<file path="src/rtl/pc_ctrl_pkg.sv">
// Purpose: shared types and constants for the instruction fetch sequencer.
// Latency: n/a (declarations only).
// Backpressure: n/a.
package pc_ctrl_pkg;

  typedef enum logic [1:0] {
    IDLE = 2'd0,
    REQ  = 2'd1,
    WAIT = 2'd2,
    HOLD = 2'd3
  } fetch_state_t;

  localparam int unsigned INSTR_BYTES          = 4;
  localparam logic [31:0] JALR_MASK            = 32'hFFFF_FFFE;
  localparam logic [31:0] DEFAULT_RESET_VECTOR = 32'h0000_0000;

endpackage

</file>
<file path="src/rtl/pc_target_sel.sv">
// Purpose: selects the redirect target (branch/jal sum or jalr sum with bit 0 cleared) and flags misalignment.
// Latency: purely combinational.
// Backpressure: none.
module pc_target_sel
  import pc_ctrl_pkg::*;
(
  input  logic        is_jalr,
  input  logic [31:0] target,
  input  logic [31:0] rs1_imm,
  output logic [31:0] next_pc,
  output logic        misaligned
);

  // jalr drops bit 0 of rs1+imm; bit 1 set means not word aligned
  always_comb begin
    next_pc    = is_jalr ? (rs1_imm & JALR_MASK) : target;
    misaligned = next_pc[1];
  end

endmodule

</file>
<file path="src/rtl/pc_fetch_ctrl.sv">
// Purpose: owns the PC, issues one imem request at a time, hands instructions to decode, applies redirects (optional PC_MISALIGN_CHECK_EN).
// Latency: zero-wait memory gives req at +1, rvalid at +2, instr_valid at +3; redirect reaches imem_addr next cycle.
// Backpressure: instr_ready low holds the instruction in HOLD and no new request is issued until the handshake.
module pc_fetch_ctrl
  import pc_ctrl_pkg::*;
#(
  parameter logic [31:0] RESET_VECTOR = DEFAULT_RESET_VECTOR
) (
  input  logic        clk,
  input  logic        rst_n,
  output logic        imem_req,
  output logic [31:0] imem_addr,
  input  logic        imem_gnt,
  input  logic        imem_rvalid,
  input  logic [31:0] imem_rdata,
  output logic        instr_valid,
  output logic [31:0] instr,
  output logic [31:0] instr_pc,
  output logic [31:0] instr_pcplus4,
  input  logic        instr_ready,
  input  logic        redirect_valid,
  input  logic        redirect_is_jalr,
  input  logic [31:0] redirect_target,
  input  logic [31:0] redirect_rs1_imm,
  input  logic        halt
`ifdef PC_MISALIGN_CHECK_EN
  ,
  output logic        misalign_err,
  output logic [31:0] misalign_pc
`endif
);

`ifdef PC_MISALIGN_CHECK_EN
  localparam logic MISALIGN_EN = 1'b1;
`else
  localparam logic MISALIGN_EN = 1'b0;
`endif

  fetch_state_t state_q, state_d;
  logic [31:0]  pc_q, pc_d;
  logic         kill_q, kill_d;
  logic         lock_q, lock_d;
  logic         req_q;
  logic         load_instr;
  logic         clr_valid;
  logic [31:0]  sel_pc;
  logic         sel_misaligned;
  logic         bad_redir;

  pc_target_sel u_target_sel (
    .is_jalr    (redirect_is_jalr),
    .target     (redirect_target),
    .rs1_imm    (redirect_rs1_imm),
    .next_pc    (sel_pc),
    .misaligned (sel_misaligned)
  );

  assign bad_redir = redirect_valid & sel_misaligned & MISALIGN_EN;

  // Next-state, PC and kill logic; redirect overrides sequential advance
  always_comb begin
    state_d    = state_q;
    pc_d       = pc_q;
    kill_d     = kill_q;
    lock_d     = lock_q;
    load_instr = 1'b0;
    clr_valid  = 1'b0;

    case (state_q)
      IDLE: begin
        // a stale response from a grant abandoned by a misaligned redirect
        if (imem_rvalid && kill_q) kill_d = 1'b0;
        if (!halt && !lock_q) state_d = REQ;
      end
      REQ: begin
        if (imem_rvalid && kill_q) kill_d = 1'b0;
        if (imem_gnt) state_d = WAIT;
      end
      WAIT: begin
        if (imem_rvalid) begin
          if (kill_q || redirect_valid) begin
            kill_d  = 1'b0;
            state_d = REQ;
          end else begin
            load_instr = 1'b1;
            state_d    = HOLD;
          end
        end
      end
      HOLD: begin
        if (instr_ready) begin
          clr_valid = 1'b1;
          pc_d      = pc_q + INSTR_BYTES;
          state_d   = halt ? IDLE : REQ;
        end
      end
      default: state_d = IDLE;
    endcase

    if (redirect_valid) begin
      if (bad_redir) begin
        // misaligned: keep pc, park in IDLE until a good redirect arrives
        lock_d  = 1'b1;
        pc_d    = pc_q;
        state_d = IDLE;
      end else begin
        lock_d = 1'b0;
        pc_d   = sel_pc;
      end
      case (state_q)
        IDLE: if (!bad_redir) state_d = halt ? IDLE : REQ;
        REQ:  if (imem_gnt) kill_d = 1'b1;
        WAIT: if (!imem_rvalid) kill_d = 1'b1;
        HOLD: begin
          clr_valid = 1'b1;
          if (!bad_redir) state_d = REQ;
        end
        default: ;
      endcase
    end
  end

  // Control state registers; imem_req is registered from the next state
  always_ff @(posedge clk or negedge rst_n) begin
    if (!rst_n) begin
      state_q <= IDLE;
      pc_q    <= RESET_VECTOR;
      kill_q  <= 1'b0;
      lock_q  <= 1'b0;
      req_q   <= 1'b0;
    end else begin
      state_q <= state_d;
      pc_q    <= pc_d;
      kill_q  <= kill_d;
      lock_q  <= lock_d;
      req_q   <= (state_d == REQ);
    end
  end

  // Instruction output register towards decode
  always_ff @(posedge clk or negedge rst_n) begin
    if (!rst_n) begin
      instr_valid   <= 1'b0;
      instr         <= '0;
      instr_pc      <= '0;
      instr_pcplus4 <= '0;
    end else if (load_instr) begin
      instr_valid   <= 1'b1;
      instr         <= imem_rdata;
      instr_pc      <= pc_q;
      instr_pcplus4 <= pc_q + INSTR_BYTES;
    end else if (clr_valid) begin
      instr_valid   <= 1'b0;
    end
  end

`ifdef PC_MISALIGN_CHECK_EN
  // One-cycle misalignment pulse with the offending target captured
  always_ff @(posedge clk or negedge rst_n) begin
    if (!rst_n) begin
      misalign_err <= 1'b0;
      misalign_pc  <= '0;
    end else begin
      misalign_err <= bad_redir;
      if (bad_redir) misalign_pc <= sel_pc;
    end
  end
`endif

  assign imem_req  = req_q;
  assign imem_addr = pc_q;

endmodule

</file>
<file path="config.mk">
export PLATFORM = sky130hd
export DESIGN_NAME = pc_fetch_ctrl
export DESIGN_NICKNAME = d
export VERILOG_FILES = /design/src/rtl/pc_ctrl_pkg.sv /design/src/rtl/pc_target_sel.sv /design/src/rtl/pc_fetch_ctrl.sv
export SDC_FILE = /design/constraint.sdc
export NUM_CORES = 1
export LEC_CHECK = 0
export ABC_AREA = 1
export BUFFER_PORTS_ARGS = -buffer_cell sky130_fd_sc_hd__buf_2
export CAP_MARGIN = 20
export CORE_ASPECT_RATIO = 2
export CORE_MARGIN = 5
export CORE_UTILIZATION = 54
export CTS_CLUSTER_DIAMETER = 30
export CTS_CLUSTER_SIZE = 12
export DETAILED_ROUTE_END_ITERATION = 7
export GPL_ROUTABILITY_DRIVEN = 0
export GPL_TIMING_DRIVEN = 0
export PLACE_DENSITY = 0.86
export SLEW_MARGIN = 20
export SYNTH_ARGS = -nofsm -noshare
export SYNTH_HDL_FRONTEND = slang
export SYNTH_SLANG_ARGS = --single-unit
export TNS_END_PERCENT = 30
</file>
<file path="constraint.sdc">
create_clock -name clk -period 3.2 [get_ports clk]
set_input_delay 0.64 -clock clk [delete_from_list [all_inputs] [get_ports clk]]
set_output_delay 0.64 -clock clk [all_outputs]
set_load 0.02 [all_outputs]
</file>
==> flow_summary.toml, run 1 <==
[run_status]
status = "finished clean"

[clocking]
cts.sinks = 131
hold_buffers = 0
cts_tree = "built"
cts_setup_buffers = 0
cts_inserted_buffers = 17
path_clk_slew_ps = 70
htreeDepth = 4
clock-root-buffer = "clkbuf_16"
clockBufferDepth = 2
clock_latency_ps = 430
cts.repair.resized = 0

[global_route]
track_usage_pct = 30.5
grt_pass1_vias = 6797
grt_overflow = 0
antenna_found_initial = 2
grt_max_degree = 75
grt_pass1_wl_microns = 33300

[pwr]
clkPwrFrac_pct = 25.9
ir_drop_v = 0.000567
combinationalPowerShare_pct = 37.9
leakagePower_nw = 4.69
power.internal_mw = 4.23
p_per_area_nw_per_um2 = 872
p_sw_mw = 3.13
switching_share_pct = 42.6
seqPwrFrac_pct = 36.2
p_total_mw = 7.36

[critical_path]
critPathLaunchType = "register"
cp_cell_sequence = "inv_1 > ha_1 > nand2_1 > inv_1 > nand3_1 > buf_2 > clkbuf_1 > o21ai_0"
critical-path-top-delay-family = "buffers and inverters"
arrival_ps = 2410
crit_type = "reg2reg"
rrSetupSlack_ps = 1070
critPathMaxStageDelay_ps = 430
critical_path_required_ps = 3480
path_max_fanout = 10
end_kind = "register"
worst_path_most_repeated_cell = "inv_1"
timing.rr.start = "state_q[0]$_DFF_PN0_"
critPathBufInv = 4
timing.rr.end = "instr_pc[12]$_DFFE_PN0P_"
crit_slowest_cell = "dfrtp_1"
worst-r2r-cell-count = 8

[die]
die_h_microns = 165
die_w_microns = 87.4
rows = 56
io_pins = 234
start_util_pct = 55.0
die_area_sq_um = 14400
coreArea_sq_um = 11800

[sta]
setup_violations = 0
fin_crit_ps = 2130
slew_headroom_pct = 54.6
finalCritPeriodShare_pct = 66.4
max_freq_mhz = 470
clock_skew_ps = 12.0
fin_hold_ws_ps = 111
finalHoldViolations = 0
rsz0062_at_grt = "no"
maxSlewViolCount = 0
fin_setup_tns_ps = 0
worst_pin_slew_ps = 681

[layout]
fin_cells = 1271
layout.nets = 1220
drive_gt1_share_pct = 27.5
syn2layout_area_growth_pct = 30.4

[logic_synthesis]
syn_inst = 859
ys_seq_area_share_pct = 50.6
ys_warn_count = 0
syn_nets = 968
synth_area_sq_um = 6470
ys_types = 30
synth_seq_cells = 131
syn-mean-instance-area_sq_um = 7.54

[route]
antenna_left = 0
post-route-drc-count = 0
totalWireLength_microns = 21900
vias_per_cell = 5.33
first_pass_iters = 5
vias = 6774
drt_iter0_drc = 363
post_drt_wl_per_cell_microns = 17.2

[place]
io_buffers = 232
dp.cells = 1237
hpwl_microns = 16900

[job]
cap_viol_max_count = 0

[worst_hold_path]
hold_path_class = "in2async"
-- cell usage after synthesis --
master | n | area (sq um)
o22ai_1 | 18 | 113
inv_1 | 71 | 267
a31o_2 | 1 | 8.76
clkinv_1 | 1 | 3.75
nand2_2 | 3 | 18.8
ha_1 | 5 | 62.6
clkbuf_1 | 11 | 41.3
nand2_1 | 356 | 1340
o211ai_1 | 7 | 52.6
o221ai_1 | 4 | 35.0
nor2_4 | 2 | 22.5
o21ai_1 | 1 | 5.00
nand3_1 | 29 | 145
o21ai_2 | 2 | 17.5
nor3_1 | 1 | 5.00
nor2_1 | 90 | 338
or2_2 | 1 | 6.26
nand3_2 | 3 | 30.0
buf_6 | 2 | 22.5
buf_2 | 22 | 110
nor2_2 | 4 | 25.0
o21ai_0 | 69 | 345
dfrtp_1 | 131 | 3280
nand4_1 | 3 | 18.8
a21oi_1 | 4 | 20.0
buf_4 | 3 | 22.5
nand3b_1 | 1 | 7.51
a21boi_0 | 1 | 7.51
xor2_1 | 12 | 105
inv_2 | 1 | 3.75
-- worst max-delay path by stage --
stage	from	to	slack, ps	depth (start not counted)
4_1_cts	state_q[0]$_DFF_PN0_	instr_pc[12]$_DFFE_PN0P_	1110	8
2_1_floorplan	imem_addr[2]$_DFFE_PN0P_	imem_addr[22]$_DFFE_PN0P_	1550	8
6_report	state_q[0]$_DFF_PN0_	instr_pc[12]$_DFFE_PN0P_	1070	8
3_5_place_dp	state_q[0]$_DFF_PN0_	instr_pc[12]$_DFFE_PN0P_	1150	8
5_1_grt	state_q[0]$_DFF_PN0_	instr_pc[9]$_DFFE_PN0P_	930	8
3_3_place_gp	rst_n	instr[0]$_DFFE_PN0P_	-200	1
-- cells by family (layout without fill, tap and decap cells) --
logic type | after synthesis | after routing | share of synthesized area [%]
AOI/OAI and AO/OA | 107 | 107 | 9.34
xor gates and xnor gates | 12 | 12 | 1.62
adders and majority gates | 5 | 5 | 0.966
buffers and inverters | 111 | 376 | 7.27
DFF | 131 | 131 | 50.6
other | 0 | 2 | 0
and+or+nand+nor | 493 | 493 | 30.2
-- layout make-up --
type,instances,area [sq um]
Fill cell,960,3330
Sequential cell,131,3280
Multi-Input combinational cell,617,2730
Timing Repair Buffer,233,1200
Clock buffer,17,425
Inverter,73,274
Buffer,38,196
Tap cell,145,181
Clock inverter,15,160
Antenna cell,2,5.00
-- power by group through the flow --
stage	Combinational (mW)	Clock [mW]	Sequential, mW
2_1_floorplan	0.962	0	3.38
3_3_place_gp	2.72	0	2.65
3_5_place_dp	2.79	0	2.67
4_1_cts	2.81	1.91	2.65
5_1_grt	3.05	2.00	2.73
6_report	2.79	1.91	2.66
-- metrics by stage --
step | util, % | worst slack [ps] | cell area [sq um]
6_report | 71.7 | 1070 | 8440
4_1_cts | 71.7 | 1110 | 8440
3_3_place_gp | 66.4 | -201 | 7820
2_1_floorplan | - | 1550 | 6470
5_1_grt | 71.7 | 926 | 8440
3_5_place_dp | 66.7 | 1150 | 7850
-- per-layer routing --
metal / global-route usage, % / vias to the layer above / share of wire (%)
li1: - / 3194 / -
met4: 22.2 / 0 / 5.8
met5: 0 / - / 0
met3: 5.39 / 89 / 7.3
met2: 53.1 / 347 / 53
met1: 31.9 / 3144 / 34
-- placed cells by master, fill, tap and decap left out --
cell	Yosys	final
dfrtp_1	131	131
inv_1	71	71
clkbuf_1	11	11
buf_4	3	3
or2_2	1	1
buf_2	22	253
nor3_1	1	1
nor2_4	2	2
o221ai_1	4	4
a21boi_0	1	1
clkinv_8	0	2
nand3b_1	1	1
inv_6	0	4
buf_16	0	1
o22ai_1	18	18
inv_8	0	6
o21ai_1	1	1
nand2_1	356	356
ha_1	5	5
clkinv_1	1	1
clkinv_4	0	2
nor2_2	4	4
clkinvlp_4	0	1
clkbuf_16	0	17
nand2_2	3	3
nor2_1	90	90
nand3_2	3	3
a31o_2	1	1
inv_2	1	1
o21ai_0	69	69
nand4_1	3	3
buf_6	2	2
a21oi_1	4	4
diode_2	0	2
o21ai_2	2	2
o211ai_1	7	7
xor2_1	12	12
nand3_1	29	29
buf_8	0	1
-- registers in the layout, indices dropped and copies added (netlist names) --
name and flops:
state_q 2, instr_pcplus4 30, kill_q 1, instr_pc 32, instr 32, instr_valid 1
imem_addr 32, imem_req 1
Note: power is estimated with default switching activity, not from simulation.
==> inputs of run 2 (changes only) <==
CORE_UTILIZATION = 45   (was 54)
PLACE_DENSITY = 0.76   (was 0.86)
clock period = 1.7 ns   (was 3.2 ns; I/O delays follow)
==> flow_summary.toml, run 2 (synthesis gave the netlist of run 1 again) <==
[run_status]
status = "finished clean"

[pwr]
p_per_area_nw_per_um2 = 1600
combinationalPowerShare_pct = 38.9
clkPwrFrac_pct = 25.1
leakagePower_nw = 4.74
seqPwrFrac_pct = 36.0
p_sw_mw = 5.91
ir_drop_v = 0.000822
switching_share_pct = 42.4
power.internal_mw = 8.04
p_total_mw = 14.0

[critical_path]
worst-r2r-cell-count = 7
critPathLaunchType = "register"
timing.rr.end = "imem_addr[20]$_DFFE_PN0P_"
worst_path_most_repeated_cell = "nand2_1"
timing.rr.start = "state_q[1]$_DFF_PN0_"
critPathMaxStageDelay_ps = 460
rrSetupSlack_ps = 80
crit_type = "reg2reg"
cp_cell_sequence = "ha_2 > nand2_1 > nand2_2 > buf_4 > o22ai_1 > inv_1 > nand2_1"
path_max_fanout = 10
critical_path_required_ps = 2060
crit_slowest_cell = "dfrtp_2"
arrival_ps = 1980
end_kind = "register"

[layout]
final_common_cell = "nand2_1"
layout_common_cells = "nand2_1 (354), buf_2 (237), dfrtp_1 (127)"
drive_gt1_share_pct = 30.0
fin_cells = 1327
final_core_util_pct = 61.0
syn2layout_area_growth_pct = 34.5
layout.nets = 1228
stdcell_area_sq_um = 8710

[route]
topRoutingLayerUsed = "met4"
drt_iter0_drc = 299
vias_per_cell = 5.08
wl_met1_microns = 8000
first_pass_iters = 5
post_drt_wl_per_cell_microns = 17.3
post-route-drc-count = 0
wl_met3_microns = 1560
wl_met2_microns = 12100
vias = 6744
antenna_left = 0
totalWireLength_microns = 22900

[clocking]
path_clk_slew_ps = 60
cts_inserted_buffers = 17
clockBufferDepth = 2
clock_latency_ps = 420
htreeDepth = 4
clock-root-buffer = "clkbuf_16"
cts.sinks = 131
cts_tree = "built"

[die]
die_h_microns = 180
start_util_pct = 45.4
die_area_sq_um = 17000
rows = 62
io_pins = 234
coreArea_sq_um = 14300
die_w_microns = 94.8

[job]
cap_viol_max_count = 0

[sta]
clock_skew_ps = 12.2
finalHoldViolations = 0
worst_pin_slew_ps = 708
rsz0062_at_grt = "yes"
fin_hold_ws_ps = 107
fin_setup_tns_ps = 0
finalCritPeriodShare_pct = 95.6
maxSlewViolCount = 0
slew_headroom_pct = 52.8
fin_crit_ps = 1620
worst_slack_ps = 75.1
max_freq_mhz = 615
setup_violations = 0

[worst_hold_path]
hp-start = "imem_rdata[21]"
worstHoldEndpoint = "instr[21]$_DFFE_PN0P_"
hold_path_class = "in2reg"
min_path_cells = 3

[place]
hpwl_microns = 17500
preCtsSetupSlack_ps = -367
io_buffers = 232
dpl_cell_area_sq_um = 7910
dp.cells = 1284

[global_route]
grt_overflow = 0
grt_max_degree = 85
antenna_found_initial = 2
grt_pass1_wl_microns = 35100
track_usage_pct = 27.1
grt_pass1_vias = 6806
run 2: routing by layer:
layer / vias up / track usage [%]
met5: - / 0
li1: 3210 / -
met3: 73 / 5.27
met1: 3140 / 29.1
met4: 0 / 16.3
met2: 321 / 47.7
run 2: worst max path at each step:
stage / start / to / slack, ps / cells past startpoint
6_report: state_q[1]$_DFF_PN0_ / imem_addr[20]$_DFFE_PN0P_ / 80 / 7
5_1_grt: state_q[1]$_DFF_PN0_ / imem_addr[20]$_DFFE_PN0P_ / -30 / 7
2_1_floorplan: imem_addr[2]$_DFFE_PN0P_ / imem_addr[22]$_DFFE_PN0P_ / 50 / 8
3_5_place_dp: imem_addr[2]$_DFFE_PN0P_ / imem_addr[22]$_DFFE_PN0P_ / -370 / 8
3_3_place_gp: rst_n / instr[1]$_DFFE_PN0P_ / -1530 / 1
4_1_cts: state_q[1]$_DFF_PN0_ / imem_addr[30]$_DFFE_PN0P_ / 2 / 7
run 2: final cells by class:
cell class                 instances  area, sq um
sequential                       131         3280
timing repair buffer             241         1280
clock inverter                    15          135
fill                            1403         5560
tap                              192          240
antenna                            3         7.51
multi-input combinational        617         2810
buffer                            38          256
inverter                          73          275
clock buffer                      17          425
run 2: power groups by stage:
stage          Clock (mW)  Sequential (mW)  Combinational, mW
2_1_floorplan           0             6.37               1.81
3_3_place_gp            0             5.01               5.14
3_5_place_dp            0             5.05               5.26
4_1_cts              3.54             5.00               5.35
5_1_grt              3.71             5.16               5.92
6_report             3.50             5.03               5.43
run 2: what timing repair did:
item	CTS	global route
gates resized for setup	27	41
hold endpoints to repair	47	0
pin swaps	0	1
hold buffers	1	0
gates cloned	0	1
endpoints found under the setup margin	108	117
setup buffers	2	4
run 2: critical path: cells and delay by family, from the launching register on:
kind | cells | cell delay [ps]
adder cells (fa/ha/maj) | 1 | 230
AO/OA/AOI/OAI | 1 | 210
AND/OR/NAND/NOR | 3 | 360
buffers and inverters | 2 | 300
flip-flops | 1 | 460
